`config.mk`:
```
export PLATFORM = sky130hd
export DESIGN_NAME = video_mem_arbiter
export DESIGN_NICKNAME = d
export VERILOG_FILES = /design/src/rtl/video_mem_arbiter_pkg.sv /design/src/rtl/vmem_fill_cursor.sv /design/src/rtl/video_mem_arbiter.sv
export SDC_FILE = /design/constraint.sdc
export NUM_CORES = 1
export LEC_CHECK = 0
export CORE_UTILIZATION = 30
export DETAILED_ROUTE_END_ITERATION = 6
export SETUP_SLACK_MARGIN = 0.4
export SKIP_CTS_REPAIR_TIMING = 1
export SLEW_MARGIN = 15
export SYNTH_ARGS = -nofsm -noshare
export SYNTH_HDL_FRONTEND = slang
export SYNTH_SLANG_ARGS = --single-unit
```
`constraint.sdc`:
```
create_clock -name Clock -period 3.1 [get_ports Clock]
set_clock_uncertainty 0.2 [all_clocks]
set_input_delay 0.31 -clock Clock [delete_from_list [all_inputs] [get_ports Clock]]
set_output_delay 0.31 -clock Clock [all_outputs]
set_load 0.01 [all_outputs]
```
`src/rtl/video_mem_arbiter_pkg.sv`:
```
// rtl/video_mem_arbiter_pkg.sv - shared widths, fill FSM encoding and colour codes for the video memory arbiter
package video_mem_arbiter_pkg;

  localparam int VM_ADDR_W  = 10;
  localparam int VM_COLOR_W = 3;
  localparam int VM_GRID    = 32;

  typedef enum logic [1:0] {
    FILL_IDLE = 2'd0,
    FILL_RUN  = 2'd1,
    FILL_DONE = 2'd2
  } fill_state_t;

  // {R,G,B} colour codes shared with the CPU side
  localparam logic [VM_COLOR_W-1:0] COLOR_BLACK   = 3'b000;
  localparam logic [VM_COLOR_W-1:0] COLOR_BLUE    = 3'b001;
  localparam logic [VM_COLOR_W-1:0] COLOR_GREEN   = 3'b010;
  localparam logic [VM_COLOR_W-1:0] COLOR_CYAN    = 3'b011;
  localparam logic [VM_COLOR_W-1:0] COLOR_RED     = 3'b100;
  localparam logic [VM_COLOR_W-1:0] COLOR_MAGENTA = 3'b101;
  localparam logic [VM_COLOR_W-1:0] COLOR_YELLOW  = 3'b110;
  localparam logic [VM_COLOR_W-1:0] COLOR_WHITE   = 3'b111;

endpackage

```
`src/rtl/vmem_fill_cursor.sv`:
```
// rtl/vmem_fill_cursor.sv - col/row cursor of the rectangle fill engine with clip detection and address generation
// Ports: Clock/Reset; iLoad latches origin/width/height and zeroes the cursor;
// iStep advances the cursor one cell; oAddr is the {y,x} of the current cell,
// oClip flags a cell outside the grid, oLast flags the final cell.
module vmem_fill_cursor
  import video_mem_arbiter_pkg::*;
#(
  parameter int GRID = VM_GRID
) (
  input  logic                 Clock,
  input  logic                 Reset,
  input  logic                 iLoad,
  input  logic                 iStep,
  input  logic [VM_ADDR_W-1:0] iOrigin,
  input  logic [5:0]           iWidth,
  input  logic [5:0]           iHeight,
  output logic [VM_ADDR_W-1:0] oAddr,
  output logic                 oClip,
  output logic                 oLast
);

  logic [4:0] ox, oy;
  logic [5:0] width, height;
  logic [5:0] col, row;
  logic [5:0] xs, ys;

  always_ff @(posedge Clock) begin
    if (Reset) begin
      ox     <= '0;
      oy     <= '0;
      width  <= '0;
      height <= '0;
      col    <= '0;
      row    <= '0;
    end else if (iLoad) begin
      oy     <= iOrigin[9:5];
      ox     <= iOrigin[4:0];
      width  <= iWidth;
      height <= iHeight;
      col    <= '0;
      row    <= '0;
    end else if (iStep) begin
      if (col == width - 6'd1) begin
        col <= '0;
        row <= row + 6'd1;
      end else begin
        col <= col + 6'd1;
      end
    end
  end

  // 6-bit sums: origin <= 31 and cursor <= 31, so bit 5 never overflows and
  // anything >= GRID is off-screen rather than wrapped
  assign xs    = {1'b0, ox} + col;
  assign ys    = {1'b0, oy} + row;
  assign oClip = (xs >= 6'(GRID)) || (ys >= 6'(GRID));
  assign oAddr = {ys[4:0], xs[4:0]};
  assign oLast = (col == width - 6'd1) && (row == height - 6'd1);

endmodule

```
`src/rtl/video_mem_arbiter.sv`:
```
// rtl/video_mem_arbiter.sv - single-port video RAM arbiter: VGA read > CPU write > rectangle fill
// Ports: VGA read (iVgaReq/iVgaAddr -> oVgaValid/oVgaData), CPU write strobe
// with one-entry buffer (iCpuWe/iCpuAddr/iCpuData, oCpuBusy), fill command
// (iFillStart/Origin/Width/Height/Color, oFillBusy/oFillDone), and the RAM
// port (oVmAddr/oVmWe/oVmData, iVmData with 1-cycle read latency).
module video_mem_arbiter
  import video_mem_arbiter_pkg::*;
#(
  parameter int ADDR_W  = VM_ADDR_W,
  parameter int COLOR_W = VM_COLOR_W,
  parameter int GRID    = VM_GRID
) (
  input  logic               Clock,
  input  logic               Reset,
  input  logic               iVgaReq,
  input  logic [ADDR_W-1:0]  iVgaAddr,
  output logic               oVgaValid,
  output logic [COLOR_W-1:0] oVgaData,
  input  logic               iCpuWe,
  input  logic [ADDR_W-1:0]  iCpuAddr,
  input  logic [COLOR_W-1:0] iCpuData,
  output logic               oCpuBusy,
  input  logic               iFillStart,
  input  logic [ADDR_W-1:0]  iFillOrigin,
  input  logic [5:0]         iFillWidth,
  input  logic [5:0]         iFillHeight,
  input  logic [COLOR_W-1:0] iFillColor,
  output logic               oFillBusy,
  output logic               oFillDone,
  output logic [ADDR_W-1:0]  oVmAddr,
  output logic               oVmWe,
  output logic [COLOR_W-1:0] oVmData,
  input  logic [COLOR_W-1:0] iVmData
);

  fill_state_t        state, state_nxt;
  logic               cpu_valid;
  logic [ADDR_W-1:0]  cpu_addr;
  logic [COLOR_W-1:0] cpu_data;
  logic [COLOR_W-1:0] fill_color;
  logic               vga_gnt, cpu_gnt, fill_slot, start_ok;
  logic [ADDR_W-1:0]  cur_addr;
  logic               cur_clip, cur_last;

  // Grants are masked during reset so every output reads 0 while it is held
  assign vga_gnt   = !Reset && iVgaReq;
  assign cpu_gnt   = !Reset && !iVgaReq && cpu_valid;
  assign fill_slot = !Reset && !iVgaReq && !cpu_valid && (state == FILL_RUN);
  assign start_ok  = iFillStart && (state == FILL_IDLE);

  vmem_fill_cursor #(.GRID(GRID)) u_cursor (
    .Clock   (Clock),
    .Reset   (Reset),
    .iLoad   (start_ok),
    .iStep   (fill_slot),
    .iOrigin (iFillOrigin),
    .iWidth  (iFillWidth),
    .iHeight (iFillHeight),
    .oAddr   (cur_addr),
    .oClip   (cur_clip),
    .oLast   (cur_last)
  );

  // A new strobe wins over clearing, so strobe+grant keeps the new entry
  always_ff @(posedge Clock) begin
    if (Reset) begin
      cpu_valid <= 1'b0;
      cpu_addr  <= '0;
      cpu_data  <= '0;
    end else if (iCpuWe) begin
      cpu_valid <= 1'b1;
      cpu_addr  <= iCpuAddr;
      cpu_data  <= iCpuData;
    end else if (cpu_gnt) begin
      cpu_valid <= 1'b0;
    end
  end

  always_ff @(posedge Clock) begin
    if (Reset) begin
      oVgaValid  <= 1'b0;
      fill_color <= '0;
    end else begin
      oVgaValid <= vga_gnt;
      if (start_ok) fill_color <= iFillColor;
    end
  end

  always_ff @(posedge Clock) begin
    if (Reset) state <= FILL_IDLE;
    else       state <= state_nxt;
  end

  always_comb begin
    state_nxt = state;
    case (state)
      FILL_IDLE: if (start_ok)
                   state_nxt = (iFillWidth == 6'd0 || iFillHeight == 6'd0) ? FILL_DONE : FILL_RUN;
      FILL_RUN:  if (fill_slot && cur_last) state_nxt = FILL_DONE;
      FILL_DONE: state_nxt = FILL_IDLE;
      default:   state_nxt = FILL_IDLE;
    endcase
  end

  always_comb begin
    oFillBusy = (state != FILL_IDLE);
    oFillDone = (state == FILL_DONE);
  end

  // Clipped fill cells consume their slot but drive no access
  always_comb begin
    oVmAddr = '0;
    oVmWe   = 1'b0;
    oVmData = '0;
    if (vga_gnt) begin
      oVmAddr = iVgaAddr;
    end else if (cpu_gnt) begin
      oVmAddr = cpu_addr;
      oVmWe   = 1'b1;
      oVmData = cpu_data;
    end else if (fill_slot && !cur_clip) begin
      oVmAddr = cur_addr;
      oVmWe   = 1'b1;
      oVmData = fill_color;
    end
  end

  assign oCpuBusy = cpu_valid;
  assign oVgaData = iVmData;

endmodule

```
==> results.txt, run 1 <==
----------------------------------------------------
[Run status]
  Outcome ... completed

[Drt]
  Overall via count from detail_route ... 2,916
  ANT nets after route ... 0
  Iteration-0 DRC count of the detailed router ... 83
  WL final ... between 8000 and 9000 µm
  Final routed DRC violation total ... 0
  Via/cell ratio ... approximately 4.9
  Average wire per cell in the routed design ... around 14 µm
  Number of detailed-route iterations in the first pass ... 4

[Logic synthesis]
  Number of synthesized flops with an enable pin ... 0
  Top_reg_cell synth ... sky130_fd_sc_hd__dfxtp_1
  Xor/xnor share of the synthesized area ... a little under 7%
  Fraction of the mapped netlist area in adder cells ... roughly 7.0%
  Multiplexer share of the synthesized area ... under 10%
  Synthesis Warnings ... 0
  Fraction of the yosys area taken by sequential cells ... 35.3%
  Biggest area consumer among synthesized cells ... sky130_fd_sc_hd__dfxtp_1
  Dominant combinational cell family by area after synthesis ... simple AND/OR/NAND/NOR gates
  Synth async-reset ratio ... 0%
  Synthesized area ... about 3100 µm²
  Fraction of the mapped netlist area in simple logic gates ... ~22%
  Unique masters post-synth ... just under 50
  Number of instances in the synthesized netlist ... between 300 and 400
  Leading cell types by total area after synthesis ... sky130_fd_sc_hd__dfxtp_1 35%, sky130_fd_sc_hd__nand2_1 7.2%, sky130_fd_sc_hd__a21oi_1 5.9%
  Mean instance size in the synthesized netlist ... between 8 and 9 µm²
  Post-synthesis compound-gate area fraction ... about 18%
  FF+latch count, synth ... between 50 and 60
  Share of Yosys cell area claimed by the top area cell type ... 35.3%
  Synthesized net count ... about 450

[Clock tree]
  Clock sink total ... between 50 and 60
  H-tree level count ... 2
  Buffer levels on the longest clock path ... 2
  Clock tree root buffer cell ... sky130_fd_sc_hd__clkbuf_8
  Source-to-sink clock delay at the later pin of the worst-skew pair ... a little over 0.3 ns
  Clock tree from TritonCTS ... done
  CTS clock-pin slew for the worst setup and hold paths ... about 0.1 ns
  TritonCTS buffer count ... 5

[Worst setup path]
  Worst-case register-to-register setup slack ... 0.55 ns
  Slowest CP cell ... sky130_fd_sc_hd__fa_2
  Crit Reg-Reg Endpoint ... state[0]$_SDFFE_PP0P_
  CP Data Arrival Time ... approximately 2.2 ns
  Cells traversed along the worst timing path ... ha_2, fa_2, a21o_1, a21oi_2, xor2_1, or3_1, o21ai_2, buf_2
  Family with the most delay on the worst path ... adder cells
  Worst r2r path cells ... 7
  Type of origin of the critical path ... flip-flop
  Critical Path Fanout Max ... 3
  Worst setup path category ... flip-flop to output port
  Source of the worst register-to-register timing path ... state[0]$_SDFFE_PP0P_
  Bufs and invs on worst path ... 1
  Type of element capturing the critical path ... output port
  Slowest cell delay on critical path ... 0.35 ns
  Required time at the endpoint of the critical path ... about 2.6 ns

[Floorplanning]
  Die X-Extent ... ~100 µm
  Number of I/O pins ... 77
  Std cell rows ... 36
  Die area ... about 11,000 µm²
  Placeable Area ... between 9000 and 10,000 µm²
  Effective utilization at floorplan ... a little under a third
  Overall die height ... just over 100 µm

[Timing]
  Setup repair after global routing missed its margin ... true
  Hold Worst Slack ... ~0.27 ns
  Slew Limit Headroom ... 42.5%
  Final setup violation count ... 0
  Final worst path period need ... 2.75 ns
  Final worst setup slack ... ~0.35 ns
  Final number of max-transition violations ... 0
  Slew at the pin closest to its max-slew limit ... ~0.86 ns
  Fin crit share ... between 80% and 90%
  Fin. Hold Viols ... 0
  Achievable clock frequency ... 363 MHz

[GRT]
  Most heavily used metal layer in global routing ... met2
  Number of global-route vias before repair ... ~2.7k
  Total global routing overflow ... 0
  Initial antenna violation count ... 1
  Global-route met3 utilization ... 2.71%
  Met2 Resource Use GR ... between 20% and 30%
  Largest net degree at the start of global routing ... 44
  Wire length of the first global-routing pass ... ~13,000 µm
  Met1 demand-to-capacity share in global routing ... 21.2%
  GRT Total Usage ... between 15 and 20%

[Final layout]
  Non-filler cells, final ... about 600
  Fraction of layout instances using a drive strength above 1 ... 21.6%
  Total of fill cells in the finished design ... ~1k
  Number of nets in the finished design ... roughly 530
  Area growth from synthesis to final layout ... 43.4%
  Storage element area ... roughly 1100 µm²
  Combined area of the multi-input logic cells ... just over 2000 µm²

[Hold path]
  WHS Endpoint ... u_cursor.ox[2]$_SDFFE_PP0P_
  Path class of the lowest-slack min-delay path ... flip-flop to flip-flop
  Number of stages on the worst hold path ... 2
  Hold Startpoint ... u_cursor.ox[2]$_SDFFE_PP0P_

[Power]
  VDD IR-drop max ... around 0.2 mV
  Power spent charging and discharging nets ... 0.429 mW
  Combinational group share of total power ... about a fifth
  Int Power ... between 1 and 1.5 mW
  Sw Share ... between 20% and 30%
  PD cells ... ~360 nW/µm²
  Portion of total power attributed to the clock network ... between 30% and 40%
  Static leakage ... 1.74 nW
  Part of the power in registers ... between 40% and 50%

[Job]
  Max cap viols ... 0

[Placed design]
  Number of port buffers ... 70
  Routability-driven placement congestion ratio ... 0.788
  Post-DP HPWL ... around 6200 µm
  Setup slack after placement ... -0.111 ns
  Cells after DPL ... between 500 and 600

----------------------------------------------------
-- final cells by class --
class,instances,share of cell area [%]
inverters,11,0.942
flip-flops and latches,54,25.0
well taps,133,3.79
diodes,1,0.0571
clock inverters,2,0.856
clock buffers,6,1.65
multi-input cells,286,47.0
repair buffers,103,20.6
-- cell usage in the layout (no fill, tap or decap), types with 3 or more instances in the layout --
cell | netlist | layout
sky130_fd_sc_hd__o21ai_2 | 0 | 4
sky130_fd_sc_hd__nor2b_1 | 5 | 5
sky130_fd_sc_hd__nand4_1 | 5 | 5
sky130_fd_sc_hd__a21oi_1 | 36 | 33
sky130_fd_sc_hd__clkbuf_8 | 0 | 5
sky130_fd_sc_hd__ha_4 | 0 | 7
sky130_fd_sc_hd__ha_1 | 14 | 6
sky130_fd_sc_hd__mux2i_1 | 14 | 14
sky130_fd_sc_hd__nor3_1 | 11 | 11
sky130_fd_sc_hd__o21ai_0 | 13 | 4
sky130_fd_sc_hd__or3_1 | 6 | 6
sky130_fd_sc_hd__dfxtp_4 | 0 | 3
sky130_fd_sc_hd__xor2_1 | 12 | 12
sky130_fd_sc_hd__dfxtp_1 | 54 | 46
sky130_fd_sc_hd__or4_1 | 3 | 3
sky130_fd_sc_hd__buf_4 | 3 | 30
sky130_fd_sc_hd__a21o_1 | 4 | 4
sky130_fd_sc_hd__clkdlybuf4s50_1 | 0 | 55
sky130_fd_sc_hd__xnor2_1 | 12 | 12
sky130_fd_sc_hd__nor4_1 | 4 | 4
sky130_fd_sc_hd__buf_2 | 1 | 12
sky130_fd_sc_hd__nor3b_1 | 4 | 3
sky130_fd_sc_hd__o31ai_2 | 0 | 3
sky130_fd_sc_hd__nand3_1 | 8 | 7
sky130_fd_sc_hd__dfxtp_2 | 0 | 5
sky130_fd_sc_hd__nor2_1 | 26 | 26
sky130_fd_sc_hd__o21ai_1 | 0 | 5
sky130_fd_sc_hd__a22oi_1 | 8 | 8
sky130_fd_sc_hd__inv_1 | 11 | 11
sky130_fd_sc_hd__nand2_1 | 59 | 59
sky130_fd_sc_hd__o31ai_1 | 7 | 3
sky130_fd_sc_hd__a21oi_2 | 0 | 3
-- flip-flops by register name, indices dropped and copies added, names as in the netlist --
signal	flops
u_cursor.oy	5
fill_color	3
u_cursor.row	6
state	2
oCpuBusy	1
cpu_data	3
u_cursor.width	6
u_cursor.ox	5
cpu_addr	10
u_cursor.height	6
u_cursor.col	6
oVgaValid	1
-- layer usage --
metal	vias to the layer above	share of wire, %
met5	-	0
met4	0	0.66
li1	1487	-
met2	82	44
met3	5	6.7
met1	1342	49
-- power groups by stage --
stage               Combinational, mW  Clock, mW  Sequential (mW)
global placement                0.304          0            0.773
detailed placement              0.313          0            0.775
finish                          0.328      0.484            0.759
global route                    0.362      0.519            0.764
CTS                             0.316      0.492            0.759
floorplan                       0.178          0            0.767
-- worst max-delay path by stage --
stage                                      start         end  slack, ns  cells past startpoint
floorplan           u_cursor.col[1]$_SDFFE_PP0P_  oVmAddr[8]       0.49                      7
CTS                 u_cursor.col[1]$_SDFFE_PP0P_  oVmAddr[5]      -0.35                      7
global placement                           Reset  oVmAddr[6]      -0.03                      7
finish               u_cursor.ox[0]$_SDFFE_PP0P_  oVmAddr[4]       0.35                      8
detailed placement                         Reset  oVmAddr[5]      -0.11                      7
global route         u_cursor.ox[0]$_SDFFE_PP0P_  oVmData[0]       0.24                      9
-- per-stage QoR --
step / util, % / total power, mW / instance area, µm² / TNS [ns]
global placement: 40.9 / 1.08 / 4010 / -0.0563
global route: 44.7 / 1.65 / 4390 / 0
floorplan: - / 0.945 / 3060 / 0
detailed placement: 40.9 / 1.09 / 4010 / -0.339
CTS: 42.0 / 1.57 / 4120 / -3.45
finish: 44.7 / 1.57 / 4390 / 0
-- synth_stat cells, types with 6 or more instances --
cell type                  count
sky130_fd_sc_hd__ha_1         14
sky130_fd_sc_hd__inv_1        11
sky130_fd_sc_hd__xor2_1       12
sky130_fd_sc_hd__nand3_1       8
sky130_fd_sc_hd__dfxtp_1      54
sky130_fd_sc_hd__o21ai_0      13
sky130_fd_sc_hd__nor2_1       26
sky130_fd_sc_hd__xnor2_1      12
sky130_fd_sc_hd__or3_1         6
sky130_fd_sc_hd__a21oi_1      36
sky130_fd_sc_hd__a22oi_1       8
sky130_fd_sc_hd__nor3_1       11
sky130_fd_sc_hd__clkbuf_1     18
sky130_fd_sc_hd__mux2i_1      14
sky130_fd_sc_hd__nand2_1      59
sky130_fd_sc_hd__o31ai_1       7
-- tightest hold or removal path, stage by stage, from the launching register on --
cell	delay, ns
sky130_fd_sc_hd__dfxtp_1	0.32
sky130_fd_sc_hd__nand2_1	0.05
sky130_fd_sc_hd__a21oi_1	0.05
-- cell families after synthesis --
family                     after synthesis
muxes                                   17
and+or+nand+nor                        142
AOI/OAI and AO/OA                       86
xor gates and xnor gates                24
DFF                                     54
adders and majority gates               16
buffers and inverters                   34
No activity file was read; power rests on OpenSTA's default activity.
==> run 2, diff against run 1 <==
--- a/config.mk
+++ b/config.mk
@@ -5,8 +5,9 @@
 export SDC_FILE = /design/constraint.sdc
 export NUM_CORES = 1
 export LEC_CHECK = 0
-export CORE_UTILIZATION = 30
+export CORE_UTILIZATION = 49
 export DETAILED_ROUTE_END_ITERATION = 6
+export PLACE_DENSITY = 0.8
 export SETUP_SLACK_MARGIN = 0.4
 export SKIP_CTS_REPAIR_TIMING = 1
 export SLEW_MARGIN = 15
==> results.txt, run 2 (synthesis results as in run 1) <==
----------------------------------------------------
[Floorplanning]
  Die X-Extent ... 81.0 µm (was 103 µm)
  Number of I/O pins ... 77 (unchanged)
  Die area ... 6560 µm² (was 10,600 µm²)
  Std cell rows ... 28 (was 36)
  Effective utilization at floorplan ... 51.4% (was 31.2%)
  Overall die height ... 81.0 µm (was 103 µm)
  Placeable Area ... 5960 µm² (was 9820 µm²)

[Worst setup path]
  Required time at the endpoint of the critical path ... 2.59 ns (about the same)
  CP Data Arrival Time ... 2.27 ns (was 2.24 ns)
  Worst-case register-to-register setup slack ... 0.60 ns (was 0.55 ns)
  Crit Reg-Reg Endpoint ... state[0]$_SDFFE_PP0P_ (unchanged)
  Worst r2r path cells ... 7 (unchanged)
  Critical Path Fanout Max ... 6 (was 3)
  Type of origin of the critical path ... flip-flop (unchanged)
  Worst setup path category ... flip-flop to output port (unchanged)
  Source of the worst register-to-register timing path ... u_cursor.width[0]$_SDFFE_PP0P_ (was state[0]$_SDFFE_PP0P_)
  Type of element capturing the critical path ... output port (unchanged)

[Drt]
  Average wire per cell in the routed design ... 15.6 µm (was 14.4 µm)
  Number of detailed-route iterations in the first pass ... 4 (unchanged)
  WL final ... 8310 µm (was 8590 µm)
  Final routed DRC violation total ... 0 (unchanged)
  Overall via count from detail_route ... 3,021 (was 2,916)
  ANT nets after route ... 0 (unchanged)
  Via/cell ratio ... 5.67 (was 4.89)
  Iteration-0 DRC count of the detailed router ... 138 (was 83)

[Placed design]
  Cells after DPL ... 518 (was 578)
  Setup slack after placement ... -0.0903 ns (was -0.111 ns)
  Post-DP HPWL ... 5770 µm (was 6200 µm)
  Placement-stage cell area ... 3930 µm² (was 4010 µm²)
  Routability-driven placement congestion ratio ... 0.824 (was 0.788)
  Number of port buffers ... 70 (unchanged)

[GRT]
  GRT Total Usage ... 23.8% (was 15.5%)
  Total global routing overflow ... 0 (unchanged)
  Met1 demand-to-capacity share in global routing ... 27.9% (was 21.2%)
  Most heavily used metal layer in global routing ... met2 (unchanged)
  Largest net degree at the start of global routing ... 45 (was 44)
  Met2 Resource Use GR ... 41.3% (was 25.2%)
  Global-route met3 utilization ... 6.52% (was 2.71%)
  Wire length of the first global-routing pass ... 11,900 µm (was 12,800 µm)
  Initial antenna violation count ... 0 (was 1)
  Number of global-route vias before repair ... 2,584 (was 2,703)

[Clock tree]
  Source-to-sink clock delay at the later pin of the worst-skew pair ... 0.31 ns (about the same)
  H-tree level count ... 2 (unchanged)
  Clock tree from TritonCTS ... done (unchanged)
  Clock sink total ... 54 (unchanged)
  CTS clock-pin slew for the worst setup and hold paths ... 0.10 ns (about the same)
  TritonCTS buffer count ... 5 (unchanged)
  Clock tree root buffer cell ... sky130_fd_sc_hd__clkbuf_8 (unchanged)
  Buffer levels on the longest clock path ... 2 (unchanged)

[Hold path]
  WHS Endpoint ... fill_color[2]$_SDFFE_PP0P_ (was u_cursor.ox[2]$_SDFFE_PP0P_)
  Hold Startpoint ... fill_color[2]$_SDFFE_PP0P_ (was u_cursor.ox[2]$_SDFFE_PP0P_)
  Number of stages on the worst hold path ... 2 (unchanged)
  Path class of the lowest-slack min-delay path ... flip-flop to flip-flop (unchanged)

[Job]
  Max cap viols ... 0 (unchanged)

[Power]
  VDD IR-drop max ... 0.253 mV (was 0.195 mV)
  Static leakage ... 1.70 nW (was 1.74 nW)
  Total Power ... 1.57 mW (about the same)
  PD cells ... 366 nW/µm² (was 358 nW/µm²)

[Timing]
  Fin. Hold Viols ... 0 (unchanged)
  Final worst path period need ... 2.78 ns (was 2.75 ns)
  Slew at the pin closest to its max-slew limit ... 0.832 ns (was 0.860 ns)
  Achievable clock frequency ... 359 MHz (was 363 MHz)
  Final number of max-transition violations ... 0 (unchanged)
  Slew Limit Headroom ... 44.4% (was 42.5%)
  Final worst setup slack ... 0.317 ns (was 0.347 ns)
  Fin crit share ... 89.8% (was 88.8%)
  Final setup violation count ... 0 (unchanged)
  Setup repair after global routing missed its margin ... true (unchanged)

[Final layout]
  Number of nets in the finished design ... 529 (was 533)
  Area of all placed cells without fillers ... 4280 µm² (was 4390 µm²)
  Total of fill cells in the finished design ... 466 (was 1,016)
  # diodes ... 0 (was 1)
  Non-filler cells, final ... 533 (was 596)
  Fraction of layout instances using a drive strength above 1 ... 22.3% (was 21.6%)
  Register ranked first by flip-flop count ... cpu_addr (unchanged)
  Commonest non-fill, non-tap cells in the layout ... 59 x sky130_fd_sc_hd__nand2_1, 55 x sky130_fd_sc_hd__clkdlybuf4s50_1, 38 x sky130_fd_sc_hd__dfxtp_1 (was 59 x sky130_fd_sc_hd__nand2_1, 55 x sky130_fd_sc_hd__clkdlybuf4s50_1, 46 x sky130_fd_sc_hd__dfxtp_1)
  Most common library cell in the layout ignoring fill and taps ... sky130_fd_sc_hd__nand2_1 (unchanged)
  Number of flip-flops in the largest register ... 10 (unchanged)
  Area growth from synthesis to final layout ... 39.9% (was 43.4%)

[Run status]
  Outcome ... completed (unchanged)

----------------------------------------------------
-- run 2: cell type report --
type | count | area [µm²] | area share (%)
clock inverter | 2 | 37.5 | 0.877
multi-input combinational | 285 | 2040 | 47.7
sequential | 54 | 1110 | 26.0
tap | 75 | 93.8 | 2.19
timing repair buffer | 100 | 881 | 20.6
clock buffer | 6 | 72.6 | 1.70
inverter | 11 | 41.3 | 0.965
-- run 2: critical path: stages, from the launching register on --
cell	delay (ns)
sky130_fd_sc_hd__dfxtp_2	0.35
sky130_fd_sc_hd__ha_4	0.24
sky130_fd_sc_hd__a211oi_2	0.19
sky130_fd_sc_hd__o21bai_1	0.11
sky130_fd_sc_hd__a21oi_2	0.15
sky130_fd_sc_hd__mux2_4	0.36
sky130_fd_sc_hd__buf_6	0.15
sky130_fd_sc_hd__o31ai_2	0.23
sky130_fd_sc_hd__buf_2	0.18
-- run 2: worst max path at each step --
stage,endpoint,slack [ns],startpoint
6_report,oVmAddr[3],0.32,u_cursor.ox[1]$_SDFFE_PP0P_
5_1_grt,oVmAddr[3],0.20,u_cursor.ox[1]$_SDFFE_PP0P_
4_1_cts,oVmAddr[6],-0.28,u_cursor.col[1]$_SDFFE_PP0P_
3_5_place_dp,oVmAddr[6],-0.09,Reset
3_3_place_gp,oVmAddr[6],-0.06,Reset
2_1_floorplan,oVmAddr[8],0.49,u_cursor.col[1]$_SDFFE_PP0P_
-- run 2: stage by stage --
stage	hold slack, ns	TNS, ns	utilization, %
floorplan	0.237	0	-
CTS	0.267	-2.44	67.8
global placement	0.252	-0.111	65.9
detailed placement	0.252	-0.192	65.9
global route	0.293	0	71.9
finish	0.268	0	71.9
-- run 2: routing by layer --
| layer | share of wire (%) | routed length, µm | vias up |
|---|---|---|---|
| met3 | 8.6 | 717 | 14 |
| met2 | 48 | 4010 | 127 |
| met5 | 0 | 0 | - |
| li1 | - | - | 1480 |
| met4 | 1.5 | 123 | 0 |
| met1 | 42 | 3470 | 1400 |
-- run 2: power breakdown --
group | leakage [nW] | internal (mW) | switching [mW]
Combinational | 1.19 | 0.174 | 0.157
Sequential | 0.451 | 0.728 | 0.0319
Clock | 0.0514 | 0.241 | 0.233
Total | 1.70 | 1.14 | 0.422
